==> config.mk <==
export PLATFORM = sky130hd
export DESIGN_NAME = router_sync_n
export DESIGN_NICKNAME = d
export VERILOG_FILES = /design/src/rtl/router_pkg.sv /design/src/rtl/router_sync_timer.sv /design/src/rtl/router_sync_n.sv
export SDC_FILE = /design/constraint.sdc
export NUM_CORES = 1
export LEC_CHECK = 0
export ABC_AREA = 1
export BUFFER_PORTS_ARGS = -buffer_cell sky130_fd_sc_hd__buf_2
export CAP_MARGIN = 20
export CORE_MARGIN = 10
export CORE_UTILIZATION = 35
export CTS_CLUSTER_DIAMETER = 50
export CTS_CLUSTER_SIZE = 30
export DETAILED_ROUTE_END_ITERATION = 12
export GPL_TIMING_DRIVEN = 0
export PLACE_DENSITY_LB_ADDON = 0.15
export SLEW_MARGIN = 10
export SYNTH_ARGS = -nofsm -noshare
export SYNTH_HDL_FRONTEND = slang
export SYNTH_SLANG_ARGS = --single-unit
==> constraint.sdc <==
create_clock -name clock -period 2.75 [get_ports clock]
set_input_delay 0.275 -clock clock [delete_from_list [all_inputs] [get_ports clock]]
set_output_delay 0.275 -clock clock [all_outputs]
set_load 0.03 [all_outputs]
==> src/rtl/router_pkg.sv <==
// Shared defaults and helpers for the router output-side synchroniser.
package router_pkg;

    localparam int ROUTER_NUM_CH  = 3;
    localparam int ROUTER_TIMEOUT = 30;
    localparam int ROUTER_DROP_W  = 8;
    localparam int ROUTER_MAX_CH  = 16;

    // One-hot decode of idx; all zero when idx falls outside the first n channels.
    function automatic logic [ROUTER_MAX_CH-1:0] onehot(input int unsigned idx,
                                                        input int unsigned n);
        logic [ROUTER_MAX_CH-1:0] v;
        v = '0;
        if ((idx < n) && (idx < ROUTER_MAX_CH)) begin
            v[idx[3:0]] = 1'b1;
        end
        return v;
    endfunction

endpackage

==> src/rtl/router_sync_timer.sv <==
// One channel's stall watchdog: counts consecutive stalled cycles, pulses
// soft_reset to flush the FIFO and keeps a saturating count of flushes.
module router_sync_timer
    import router_pkg::*;
#(
    parameter int TIMEOUT = ROUTER_TIMEOUT,
    parameter int CNT_W   = $clog2(TIMEOUT),
    parameter int DROP_W  = ROUTER_DROP_W
) (
    input  logic              clock,
    input  logic              reset,
    input  logic              empty,
    input  logic              read_enb,
    output logic              soft_reset,
    output logic [DROP_W-1:0] drop_cnt
);

    localparam logic [CNT_W-1:0] LAST = CNT_W'(TIMEOUT - 1);

    logic [CNT_W-1:0] count;
    logic             stall;
    logic             expire;

    // Data waiting and nobody reading it.
    assign stall  = ~empty & ~read_enb;
    assign expire = stall && (count == LAST);

    always_ff @(posedge clock or posedge reset) begin
        if (reset) begin
            count      <= '0;
            soft_reset <= 1'b0;
            drop_cnt   <= '0;
        end else if (expire) begin
            count      <= '0;
            soft_reset <= 1'b1;
            if (drop_cnt != '1) begin
                drop_cnt <= drop_cnt + 1'b1;
            end
        end else if (stall) begin
            count      <= count + 1'b1;
            soft_reset <= 1'b0;
        end else begin
            count      <= '0;
            soft_reset <= 1'b0;
        end
    end

endmodule

==> src/rtl/router_sync_n.sv <==
// Router synchroniser: latches the header destination, steers FIFO writes,
// muxes back the addressed full flag and runs one stall timer per channel.
module router_sync_n
    import router_pkg::*;
#(
    parameter int NUM_CH  = ROUTER_NUM_CH,
    parameter int ADDR_W  = 2,
    parameter int TIMEOUT = ROUTER_TIMEOUT,
    parameter int DROP_W  = ROUTER_DROP_W
) (
    input  logic                     clock,
    input  logic                     reset,
    input  logic                     detect_add,
    input  logic [ADDR_W-1:0]        data_in,
    input  logic                     write_enb_reg,
    input  logic [NUM_CH-1:0]        full,
    input  logic [NUM_CH-1:0]        empty,
    input  logic [NUM_CH-1:0]        read_enb,
    output logic [NUM_CH-1:0]        write_enb,
    output logic                     fifo_full,
    output logic [NUM_CH-1:0]        vld_out,
    output logic [NUM_CH-1:0]        soft_reset,
    output logic                     addr_err,
    output logic [NUM_CH*DROP_W-1:0] drop_cnt
);

    localparam int                CNT_W      = $clog2(TIMEOUT);
    localparam logic [ADDR_W:0]   NUM_CH_EXT = (ADDR_W + 1)'(NUM_CH);

    logic [ADDR_W-1:0] dest;
    logic              dest_valid;
    logic              hdr_ok;
    logic [NUM_CH-1:0] sel_oh;

    assign hdr_ok = {1'b0, data_in} < NUM_CH_EXT;

    // An out-of-range header invalidates the destination but leaves dest alone.
    always_ff @(posedge clock or posedge reset) begin
        if (reset) begin
            dest       <= '0;
            dest_valid <= 1'b0;
            addr_err   <= 1'b0;
        end else if (detect_add) begin
            if (hdr_ok) begin
                dest       <= data_in;
                dest_valid <= 1'b1;
                addr_err   <= 1'b0;
            end else begin
                dest_valid <= 1'b0;
                addr_err   <= 1'b1;
            end
        end else begin
            addr_err <= 1'b0;
        end
    end

    assign sel_oh    = NUM_CH'(onehot(32'(dest), NUM_CH));
    assign write_enb = (write_enb_reg && dest_valid) ? sel_oh : '0;
    assign fifo_full = dest_valid & (|(full & sel_oh));
    assign vld_out   = ~empty;

    for (genvar i = 0; i < NUM_CH; i++) begin : g_ch
        router_sync_timer #(
            .TIMEOUT (TIMEOUT),
            .CNT_W   (CNT_W),
            .DROP_W  (DROP_W)
        ) u_timer (
            .clock      (clock),
            .reset      (reset),
            .empty      (empty[i]),
            .read_enb   (read_enb[i]),
            .soft_reset (soft_reset[i]),
            .drop_cnt   (drop_cnt[i*DROP_W +: DROP_W])
        );
    end

endmodule

==> impl_metrics.xml <==
<?xml version="1.0" encoding="UTF-8"?>
<metrics>
  <group name="floorplan">
    <metric name="die_x" unit="microns">103</metric>
    <metric name="floorplan.initialDensity" unit="%">35.7</metric>
    <metric name="core_area" unit="sq um">6720</metric>
    <metric name="rows" unit="">30</metric>
    <metric name="die_y" unit="microns">103</metric>
    <metric name="ios" unit="">50</metric>
    <metric name="fp.dieArea" unit="sq um">10600</metric>
  </group>
  <group name="clock_tree">
    <metric name="cts_buffers" unit="">5</metric>
    <metric name="cts_tree" unit="">built</metric>
    <metric name="clk-insertion-delay-late" unit="ps">290</metric>
    <metric name="worst_setup_hold_path_clk_slew" unit="ps">90</metric>
    <metric name="cts_max_path_buffers" unit="">2</metric>
    <metric name="h-tree-depth" unit="">2</metric>
    <metric name="cts.repair.resized" unit="">0</metric>
    <metric name="ctsHoldBuffers" unit="">0</metric>
    <metric name="clk_root_buffer_cell" unit="">sky130_fd_sc_hd__clkbuf_8</metric>
    <metric name="post_cts_buffers" unit="">0</metric>
    <metric name="clock_sinks" unit="">46</metric>
  </group>
  <group name="cells_and_area">
    <metric name="area.growth.synth_to_final" unit="%">19.7</metric>
    <metric name="nNetsFinal" unit="">379</metric>
    <metric name="number_of_non_filler_instances_in_the_completed_layout" unit="">436</metric>
    <metric name="finish.instance_area" unit="sq um">2870</metric>
    <metric name="post_route_cells_drive_above_1_share" unit="%">20.5</metric>
    <metric name="antenna_cells_inserted" unit="">0</metric>
  </group>
  <group name="logic_synthesis">
    <metric name="synth_seq_cells" unit="">46</metric>
    <metric name="avgSynthCellArea" unit="sq um">8.05</metric>
    <metric name="compound_gate_fraction_of_synth_area" unit="%">2.71</metric>
    <metric name="synthesis.nets" unit="">322</metric>
    <metric name="seq_area_frac_synth" unit="%">48.0</metric>
    <metric name="synth_top_family_by_area" unit="">simple AND/OR/NAND/NOR gates</metric>
    <metric name="synth-adder-area-share" unit="%">4.69</metric>
    <metric name="synth_top_cells_by_area" unit="">sky130_fd_sc_hd__dfrtp_1, sky130_fd_sc_hd__nand2_1, sky130_fd_sc_hd__nor2_1, sky130_fd_sc_hd__ha_1, sky130_fd_sc_hd__inv_1</metric>
    <metric name="syn_inst" unit="">298</metric>
    <metric name="synth_top_area_share" unit="%">48.0</metric>
    <metric name="postSynth.asyncResetShare" unit="%">100</metric>
    <metric name="number_of_flops_mapped_to_enable_cells_by_yosys" unit="">0</metric>
    <metric name="synth_simple_gate_area_share" unit="%">32.1</metric>
    <metric name="netlist_area" unit="sq um">2400</metric>
    <metric name="synth-main-ff-cell" unit="">sky130_fd_sc_hd__dfrtp_1</metric>
    <metric name="yosysTopAreaCell" unit="">sky130_fd_sc_hd__dfrtp_1</metric>
    <metric name="synth_xor_area_share" unit="%">6.57</metric>
    <metric name="top_post_synthesis_cells_by_count" unit="">sky130_fd_sc_hd__nand2_1, sky130_fd_sc_hd__dfrtp_1, sky130_fd_sc_hd__nor2_1, sky130_fd_sc_hd__inv_1, sky130_fd_sc_hd__nand3_1</metric>
    <metric name="synth.yosys.warnings" unit="">0</metric>
    <metric name="synth.mux.area_fraction" unit="%">0</metric>
    <metric name="yosys.cell_count.top_type" unit="">sky130_fd_sc_hd__nand2_1</metric>
    <metric name="synth.distinct_cells" unit="">18</metric>
  </group>
  <group name="critical_path">
    <metric name="worst_reg_to_reg_path_cell_count" unit="">8</metric>
    <metric name="maximum_fanout_count_along_the_critical_path" unit="">5</metric>
    <metric name="worst_setup_path_end_kind" unit="">output port</metric>
    <metric name="critical_path_required" unit="ps">2480</metric>
    <metric name="arrival" unit="ps">1280</metric>
    <metric name="worst_r2r_startpoint" unit="">g_ch[2].u_timer.drop_cnt[0]</metric>
    <metric name="crit_type" unit="">flop to output port</metric>
    <metric name="critPathLaunchType" unit="">flop</metric>
    <metric name="worst_setup_path_startpoint" unit="">dest[1]</metric>
  </group>
  <group name="worst_hold_path">
    <metric name="worst_hold_path_class" unit="">primary input to asynchronous set/reset pin</metric>
  </group>
  <group name="global_route">
    <metric name="grt_max_degree" unit="">27</metric>
    <metric name="grt_first_pass_wirelength" unit="mm">8.34</metric>
    <metric name="grt_use_total" unit="%">9.72</metric>
    <metric name="overflow" unit="">0</metric>
    <metric name="antenna_found_initial" unit="">0</metric>
    <metric name="first_global_vias" unit="">1863</metric>
  </group>
  <group name="timing">
    <metric name="grt_setup_unrepaired" unit="">false</metric>
    <metric name="maxSlewHeadroom" unit="%">68.0</metric>
    <metric name="maxClockFrequency" unit="MHz">644</metric>
    <metric name="fin_skew" unit="ps">7.53</metric>
    <metric name="actual_slew_at_the_worst_max_slew_pin" unit="ps">479</metric>
    <metric name="fin_setup_tns" unit="ps">0</metric>
    <metric name="finalWorstPathRequiredPeriod" unit="ps">1550</metric>
    <metric name="drv_slew" unit="">0</metric>
    <metric name="min_period_over_period" unit="%">56.5</metric>
    <metric name="final-setup-viol-count" unit="">0</metric>
    <metric name="finalHoldWorstSlack" unit="ps">-16.3</metric>
    <metric name="timing.final.hold_violations" unit="">20</metric>
  </group>
  <group name="job">
    <metric name="max_cap_viol_count" unit="">0</metric>
  </group>
  <group name="placed_design">
    <metric name="gp_routability_congestion" unit="">0.808</metric>
    <metric name="placedInstanceArea" unit="sq um">2760</metric>
    <metric name="io_buffer_count" unit="">49</metric>
    <metric name="place_hpwl" unit="mm">3.69</metric>
    <metric name="placed_cells_incl_taps" unit="">428</metric>
  </group>
  <group name="routing">
    <metric name="drt-wirelength-per-cell" unit="microns">11.0</metric>
    <metric name="route.detailed.drc" unit="">0</metric>
    <metric name="totalWireLength" unit="mm">4.79</metric>
    <metric name="count_of_tritonroute_iterations_in_the_first_routing_pass" unit="">4</metric>
    <metric name="detailroute.via_count" unit="">1950</metric>
    <metric name="vias_per_cell" unit="">4.47</metric>
    <metric name="detailedRoute.firstIterationViolations" unit="">33</metric>
    <metric name="antenna_left" unit="">0</metric>
  </group>
  <group name="power">
    <metric name="pwr-share-seq" unit="%">54.6</metric>
    <metric name="cellPowerDensity" unit="nW/um^2">444</metric>
    <metric name="power.share.combinational" unit="%">6.2</metric>
    <metric name="power_switching" unit="uW">290</metric>
    <metric name="ir_drop" unit="mV">0.312</metric>
    <metric name="cellInternalPower" unit="uW">983</metric>
    <metric name="p_sw_share" unit="%">22.8</metric>
    <metric name="clkPwrFrac" unit="%">39.2</metric>
    <metric name="p_leak" unit="uW">0.00149</metric>
  </group>
  <group name="outcome">
    <metric name="violations" unit="">hold timing</metric>
    <metric name="status" unit="">complete, but fails checks</metric>
  </group>
</metrics>
-- final cells by class --
cell class,count,area [sq um]
Inverter,30,120
Buffer,3,22.5
Multi-Input combinational cell,219,1100
Tap cell,80,100
Fill cell,678,3850
Sequential cell,46,1150
Clock buffer,7,76.3
Timing Repair Buffer,50,265
Clock inverter,1,30.0
-- stage by stage --
stage	utilization, %	power [uW]	hold slack (ps)	setup slack, ps
final	42.7	1270	-16.3	1200
after global routing	42.7	1340	13.9	1110
after CTS	42.7	1300	0.688	1180
after detailed placement	41.1	790	331	1370
after global placement	40.8	786	485	653
after floorplan	-	757	405	1320
-- final timing paths --
path | to | slack [ps]
worst max-delay path | fifo_full | 1200
worst min-delay path | addr_err | -20
worst max register to register | g_ch[2].u_timer.drop_cnt[7] | 1370
worst min register to register | g_ch[1].u_timer.count[0] | 490
max in group asynchronous | g_ch[1].u_timer.drop_cnt[6] | 2260
min in group clock | addr_err | 210
-- power groups by stage --
stage	registers [uW]	clock network (uW)	logic, uW
detailed placement	708	0	82.2
global route	697	552	91.5
floorplan	707	0	49.8
global placement	708	0	77.2
CTS	695	522	82.0
finish	695	499	79.1
-- cell usage in the layout, fill, tap and decap left out, drive strengths merged, types with 7 or more instances in the layout --
| master | n |
|---|---|
| clkbuf | 7 |
| inv | 30 |
| nand2 | 111 |
| ha | 9 |
| nor2 | 40 |
| o21ai | 11 |
| nand3 | 23 |
| xnor2 | 11 |
| dfrtp | 46 |
| buf | 53 |
| xor2 | 7 |
-- critical path: stages, from the launching register on --
cell	delay, ps
sky130_fd_sc_hd__dfrtp_1	440
sky130_fd_sc_hd__inv_1	110
sky130_fd_sc_hd__nand3_1	70
sky130_fd_sc_hd__nand3_1	80
sky130_fd_sc_hd__nand2_1	50
sky130_fd_sc_hd__inv_1	40
sky130_fd_sc_hd__buf_2	180
-- cell families after synthesis --
logic type               count (synthesis)
buffers and inverters                   33
adder cells (fa/ha/maj)                  9
flip-flops                              46
XOR/XNOR                                18
AND/OR/NAND/NOR                        179
AO/OA/AOI/OAI                           13
-- metal layers --
metal / GRT usage (%) / wire, microns
met1: 11.7 / 2220
met5: 0 / 0
met3: 3.49 / 263
met4: 3.53 / 70
met2: 15.6 / 2230
-- flip-flops by register name, indices dropped and copies added, names as in the netlist --
name	count
g_ch.u_timer.drop_cnt	24
addr_err	1
dest_valid	1
dest	2
g_ch.u_timer.soft_reset	3
g_ch.u_timer.count	15
(Power assumes the default switching activity.)
